File: src/rtl/bram_frame_fetcher.sv
// Streams an IMG_ROWS x IMG_COLS frame from a read-only BRAM with RD_LAT read latency into a
// row/col-tagged valid/ready pixel stream. Define FETCH_STALL_CNT_EN to add the per-frame stall counter.
module bram_frame_fetcher #(
   parameter int unsigned DATA_W     = 8,
   parameter int unsigned ADDR_W     = 19,
   parameter int unsigned IMG_ROWS   = 540,
   parameter int unsigned IMG_COLS   = 540,
   parameter int unsigned RD_LAT     = 2,
   parameter int unsigned FIFO_DEPTH = 4
) (
   input  logic                        clk,
   input  logic                        rst_n,
   input  logic                        start_i,
   input  logic                        abort_i,
   input  logic [ADDR_W-1:0]           base_addr_i,
   output logic                        busy_o,
   output logic                        done_o,
   output logic                        ena_o,
   output logic                        wea_o,
   output logic [ADDR_W-1:0]           addr_o,
   output logic [DATA_W-1:0]           d2mem_o,
   input  logic [DATA_W-1:0]           mem2d_i,
   output logic                        m_valid_o,
   input  logic                        m_ready_i,
   output logic [DATA_W-1:0]           m_data_o,
   output logic [$clog2(IMG_ROWS)-1:0] m_row_o,
   output logic [$clog2(IMG_COLS)-1:0] m_col_o,
   output logic                        m_eol_o,
   output logic                        m_last_o
`ifdef FETCH_STALL_CNT_EN
   ,
   output logic [31:0]                 stall_cnt_o
`endif
);

   localparam int unsigned TOTAL  = IMG_ROWS * IMG_COLS;
   localparam int unsigned CNT_W  = $clog2(TOTAL + 1);
   localparam int unsigned ROW_W  = $clog2(IMG_ROWS);
   localparam int unsigned COL_W  = $clog2(IMG_COLS);
   localparam int unsigned PTR_W  = $clog2(FIFO_DEPTH);
   localparam int unsigned FCNT_W = PTR_W + 1;
   localparam int unsigned OCC_W  = PTR_W + 2;
   localparam int unsigned FL_W   = $clog2(RD_LAT) + 1;

   typedef enum logic [1:0] {S_IDLE, S_FETCH, S_WAIT, S_FLUSH} state_t;

   state_t              state, state_nxt;
   logic [ADDR_W-1:0]   base_q;
   logic [CNT_W-1:0]    issue_cnt;
   logic [RD_LAT-1:0]   vpipe;
   logic [DATA_W-1:0]   fifo_mem [FIFO_DEPTH];
   logic [PTR_W-1:0]    wr_ptr, rd_ptr;
   logic [FCNT_W-1:0]   fifo_cnt;
   logic [ROW_W-1:0]    row_q;
   logic [COL_W-1:0]    col_q;
   logic [FL_W-1:0]     flush_cnt;
   logic [OCC_W-1:0]    occ;
   logic                start_acc, in_frame, flush_req, issue, can_issue;
   logic                push, pop, last_pix, last_hs, col_end;

   assign start_acc = (state == S_IDLE) && start_i;
   assign in_frame  = (state == S_FETCH) || (state == S_WAIT);
   assign m_valid_o = (fifo_cnt != '0);
   assign m_data_o  = m_valid_o ? fifo_mem[rd_ptr] : '0;
   assign pop       = m_valid_o && m_ready_i;
   assign push      = vpipe[RD_LAT-1] && in_frame;
   assign col_end   = (col_q == COL_W'(IMG_COLS - 1));
   assign last_pix  = col_end && (row_q == ROW_W'(IMG_ROWS - 1));
   assign last_hs   = pop && last_pix;
   // A final handshake outranks a coincident abort.
   assign flush_req = in_frame && abort_i && !last_hs;
   assign m_eol_o   = m_valid_o && col_end;
   assign m_last_o  = m_valid_o && last_pix;
   assign m_row_o   = row_q;
   assign m_col_o   = col_q;

   // Reads in flight plus buffered pixels, less the one leaving this cycle, must leave a free slot.
   assign occ       = OCC_W'(fifo_cnt) + OCC_W'($countones(vpipe)) - OCC_W'(pop);
   assign can_issue = (occ < OCC_W'(FIFO_DEPTH));

   always_ff @(posedge clk) begin
      if (!rst_n) state <= S_IDLE;
      else        state <= state_nxt;
   end

   always_comb begin
      state_nxt = state;
      unique case (state)
         S_IDLE:  if (start_i) state_nxt = (TOTAL == 1) ? S_WAIT : S_FETCH;
         S_FETCH: begin
            if (flush_req)                                   state_nxt = S_FLUSH;
            else if (issue && issue_cnt == CNT_W'(TOTAL - 1)) state_nxt = S_WAIT;
         end
         S_WAIT: begin
            if (last_hs)      state_nxt = S_IDLE;
            else if (abort_i) state_nxt = S_FLUSH;
         end
         S_FLUSH: if (flush_cnt == FL_W'(RD_LAT - 1)) state_nxt = S_IDLE;
         default: state_nxt = S_IDLE;
      endcase
   end

   // The first read goes out in the start cycle itself, addressed straight from base_addr_i.
   always_comb begin
      issue   = 1'b0;
      addr_o  = '0;
      busy_o  = (state != S_IDLE);
      wea_o   = 1'b0;
      d2mem_o = '0;
      unique case (state)
         S_IDLE: begin
            issue = start_i;
            if (start_i) addr_o = base_addr_i;
         end
         S_FETCH: begin
            issue = can_issue;
            if (can_issue) addr_o = base_q + ADDR_W'(issue_cnt);
         end
         default: issue = 1'b0;
      endcase
      ena_o = issue;
   end

   always_ff @(posedge clk) begin
      if (!rst_n) begin
         base_q    <= '0;
         issue_cnt <= '0;
         vpipe     <= '0;
         wr_ptr    <= '0;
         rd_ptr    <= '0;
         fifo_cnt  <= '0;
         row_q     <= '0;
         col_q     <= '0;
         flush_cnt <= '0;
         done_o    <= 1'b0;
      end else begin
         done_o   <= (state == S_WAIT) && last_hs;
         vpipe[0] <= issue;
         for (int unsigned i = 1; i < RD_LAT; i++) vpipe[i] <= vpipe[i-1];

         if (start_acc) begin
            base_q    <= base_addr_i;
            issue_cnt <= CNT_W'(1);
         end else if (issue) begin
            issue_cnt <= issue_cnt + CNT_W'(1);
         end

         if (flush_req) begin
            wr_ptr   <= '0;
            rd_ptr   <= '0;
            fifo_cnt <= '0;
         end else begin
            if (push) wr_ptr <= wr_ptr + PTR_W'(1);
            if (pop)  rd_ptr <= rd_ptr + PTR_W'(1);
            fifo_cnt <= fifo_cnt + FCNT_W'(push) - FCNT_W'(pop);
         end

         if (start_acc || flush_req) begin
            row_q <= '0;
            col_q <= '0;
         end else if (pop) begin
            if (col_end) begin
               col_q <= '0;
               row_q <= (row_q == ROW_W'(IMG_ROWS - 1)) ? '0 : row_q + ROW_W'(1);
            end else begin
               col_q <= col_q + COL_W'(1);
            end
         end

         flush_cnt <= (state == S_FLUSH) ? flush_cnt + FL_W'(1) : '0;
      end
   end

   // Pixel storage needs no reset; m_data_o is masked while the FIFO is empty.
   always_ff @(posedge clk) begin
      if (push) fifo_mem[wr_ptr] <= mem2d_i;
   end

`ifdef FETCH_STALL_CNT_EN
   always_ff @(posedge clk) begin
      if (!rst_n)                                            stall_cnt_o <= '0;
      else if (start_acc)                                    stall_cnt_o <= '0;
      else if (m_valid_o && !m_ready_i && stall_cnt_o != '1) stall_cnt_o <= stall_cnt_o + 32'd1;
   end
`endif

endmodule

File: config.mk
export PLATFORM = sky130hd
export DESIGN_NAME = bram_frame_fetcher
export DESIGN_NICKNAME = d
export VERILOG_FILES = /design/src/rtl/bram_frame_fetcher.sv
export SDC_FILE = /design/constraint.sdc
export NUM_CORES = 1
export LEC_CHECK = 0
export CAP_MARGIN = 20
export CORE_MARGIN = 8
export CORE_UTILIZATION = 30
export CTS_CLUSTER_SIZE = 8
export DETAILED_ROUTE_END_ITERATION = 16
export MAX_ROUTING_LAYER = met4
export SYNTH_ARGS = -nofsm -noshare
export SYNTH_HDL_FRONTEND = slang
export SYNTH_SLANG_ARGS = --single-unit
File: constraint.sdc
create_clock -name clk -period 5.86 [get_ports clk]
set_input_delay 1.758 -clock clk [delete_from_list [all_inputs] [get_ports clk]]
set_output_delay 1.758 -clock clk [all_outputs]
set_load 0.005 [all_outputs]
==> impl_metrics.tcl <==
set metrics [dict create \
    setup_ws_ns 0.152 \
    cp_max_fo 13 \
    min-delay-path-class "reg -> reg" \
    syn_area_per_cell_um2 9.55 \
    pwr-share-clk_pct 26.5 \
    leakage_nw 2.72 \
    yosysWarnings 0 \
    p_switching_mw 0.812 \
    cap_viol_max_count 0 \
    hold_viol_final 0 \
    worst_pin_slew_ns 0.721 \
    worstSetupPathType "in -> out" \
    htreeDepth 3 \
    grt_start_max_net_pins 26 \
    clkTransAtPathRegs_ns 0.07 \
    ys_types 60 \
    p_sw_share_pct 33.7 \
    power_density_nw_per_um2 332 \
    syn-cell-area_um2 5730 \
    io_buffers 84 \
    setup_violations 0 \
    status "complete, no violations" \
    cts_root_buffer "clkbuf_16" \
    antenna_found_initial 0 \
    dpl-instance-area_um2 6860 \
    drt_wl_total_um 13400 \
    route.detailed.drc 0 \
    synth_seq_cells 106 \
    design_area_um2 7260 \
    design.core.area_um2 18700 \
    synth_top_area_cell "dfxtp_1" \
    crit_slowest_cell "ha_1" \
    nets 759 \
    grt_pass1_wl_um 22300 \
    worstPathRequired_ns 4.10 \
    critPathTopFamily "buffers and inverters" \
    routabilityCongestion 0.808 \
    yosysTopAreaCellShare_pct 25.9 \
    intPower_mw 1.60 \
    combinationalPowerShare_pct 37.3 \
    vias 4408 \
    preCtsSetupSlack_ns -0.583 \
    crit_arrival_ns 3.95 \
    grt_overflow 0 \
    slew_headroom_pct 51.9 \
    final_util_pct 38.8 \
    cts_tree "built" \
    p_seq_share_pct 36.1 \
    final_antenna_net_count 0 \
    crit_top_cell "o31ai_4" \
    worstSkewPairLatency_ns 0.35 \
    cp-end-kind "primary output" \
    cts.sinks 106 \
    min_path_cells 1 \
    vias_per_cell 4.74 \
    fin_cells 930 \
    slowest_delay_ns 0.28 \
    die_x_um 154 \
    rsz0062_at_grt "false" \
    drt_iter0_markers 183 \
    drive_gt1_share_pct 11.8 \
    synth_edf_count 32 \
    synthToLayoutAreaGrowth_pct 26.7 \
    yosysSeqAreaShare_pct 42.6 \
    grt_pass1_vias 4380 \
    wire_per_inst_um 14.4 \
    fmax_ghz 0.175 \
    ios 94 \
    diodes 0 \
    fin_crit_sh_pct 97.4 \
    gr-usage-all-layers_pct 11.9 \
    path_buf_inv 4 \
    rows 50 \
    r2r_cells 16 \
    drt-pass1-iter-count 4 \
    cts_made_buffers 9 \
    cts-hold-fix-buffers 0 \
    nFillCells 1892 \
    dp.cells 911 \
    syn_inst 600 \
    layout_min_cycle_time_ns 5.71 \
    worstPathCellList "dlygate4sd2_1 -> nor2b_4 -> nand2b_1 -> nand2_1 -> ha_1 -> a21o_1 -> a21oi_4 -> and4_4 -> o31ai_4 -> buf_12 -> buf_6 -> o31ai_4 -> buf_2" \
    async_reset_ff_share_pct 0 \
    initial_core_util_pct 30.6 \
    skew_ns 0.00640 \
    slew_violations 0 \
    clock_path_buffers 2 \
    peakVddDrop_mv 0.174 \
    place_hpwl_um 10000 \
    dieArea_um2 23800 \
    cp.depth 13 \
    die_y_um 154 \
    crit_path_start_kind "input pin" \
    synth_flop_cell "dfxtp_1" \
    netlist_top_cells_area "dfxtp_1 26%, edfxtp_1 17%, ha_1 7.4%" \
]
[state kept, by name (all words and copies together), names as in the netlist, named ones only]
signal	flops
done_o	1
base_q	19
issue_cnt	19
flush_cnt	2
m_row_o	10
fifo_mem	32
vpipe	2
m_col_o	10
fifo_cnt	3
rd_ptr	2
wr_ptr	2
state	2
[cells in the final DEF, fill, tap and decap left out, types with 4 or more instances in the layout]
cell type / instances
edfxtp_1: 32
mux4_2: 8
clkbuf_16: 9
conb_1: 9
and3_1: 19
nor2_1: 52
nand4_1: 15
nand2b_1: 4
nor2b_1: 12
nand3_1: 18
o21ai_0: 10
clkdlybuf4s15_2: 10
ha_1: 33
o21ai_1: 14
a21boi_0: 20
buf_2: 7
xnor2_1: 20
clkdlybuf4s50_1: 63
nor3_1: 11
nand2_1: 75
o21a_1: 9
buf_4: 15
and2_1: 6
dfxtp_1: 74
inv_1: 18
a21oi_1: 23
a21o_1: 5
xor2_1: 32
[final timing paths]
kind / slack (ns) / to / start
max reg2reg: 2.53 / issue_cnt[10] / fifo_cnt[1]
max: 0.15 / addr_o[16] / m_ready_i
min: 0.43 / flush_cnt[0] / flush_cnt[0]
min reg2reg: 0.43 / flush_cnt[0] / flush_cnt[0]
[cell usage after synthesis (4+ instances only)]
library cell and count:
a21boi_0 20, a21o_1 5, a21oi_1 23, and2_1 6, and3_1 20, and4_1 4
buf_4 9, clkbuf_1 18, dfxtp_1 74, edfxtp_1 32, ha_1 34, inv_1 18
mux4_2 8, nand2_1 75, nand2b_1 4, nand3_1 18, nand4_1 15, nor2_1 52
nor2b_1 13, nor3_1 12, o21a_1 9, o21ai_0 24, xnor2_1 20, xor2_1 32
[layer usage]
layer,global-route usage (%),vias up,routed length (um)
li1,-,2286,-
met1,14.4,2029,6450
met2,19.4,82,6270
met3,2.95,11,577
met4,2.94,0,129
met5,-,-,0
[cell families after synthesis]
| family | after synthesis | share of synthesized area [%] |
|---|---|---|
| simple gates | 236 | 20.8 |
| fa+ha+maj | 36 | 8.12 |
| buf+inv | 47 | 3.69 |
| xor+xnor | 52 | 7.95 |
| mux | 12 | 3.86 |
| flops | 106 | 42.6 |
| other cells | 1 | 0.0654 |
| compound gates | 110 | 12.9 |
[power groups by stage]
stage               combinational [mW]  sequential [mW]  clock (mW)
global placement                 0.835            0.889           0
floorplan                        0.490            0.862           0
finish                           0.900            0.872       0.640
detailed placement               0.841            0.890           0
global route                     0.998            0.883       0.688
CTS                              0.908            0.873       0.664
[cell type report]
class	count	area [um2]	share of cell area, %
clock buffers	9	225	3.10
clock inverters	7	90.1	1.24
inverters	18	67.6	0.931
multi-input cells	455	3180	43.8
flip-flops and latches	106	2440	33.6
well taps	234	293	4.03
repair buffers	101	958	13.2
[what timing repair did]
| item | CTS | global route |
|---|---|---|
| gates cloned | 0 | 0 |
| resized for setup | 89 | 1 |
| buffers inserted | 4 | 0 |
| pin swaps | 7 | 0 |
| endpoints found under the setup margin | 20 | 1 |
[metrics by stage]
step                      hold WS [ns]  setup TNS [ns]  total power [mW]
after floorplan                  0.397               0              1.35
after global placement           0.413           -9.93              1.72
after detailed placement         0.420          -10.30              1.73
after CTS                        0.432               0              2.45
after global routing             0.448               0              2.57
final                            0.426               0              2.41
(Power assumes the default switching activity.)
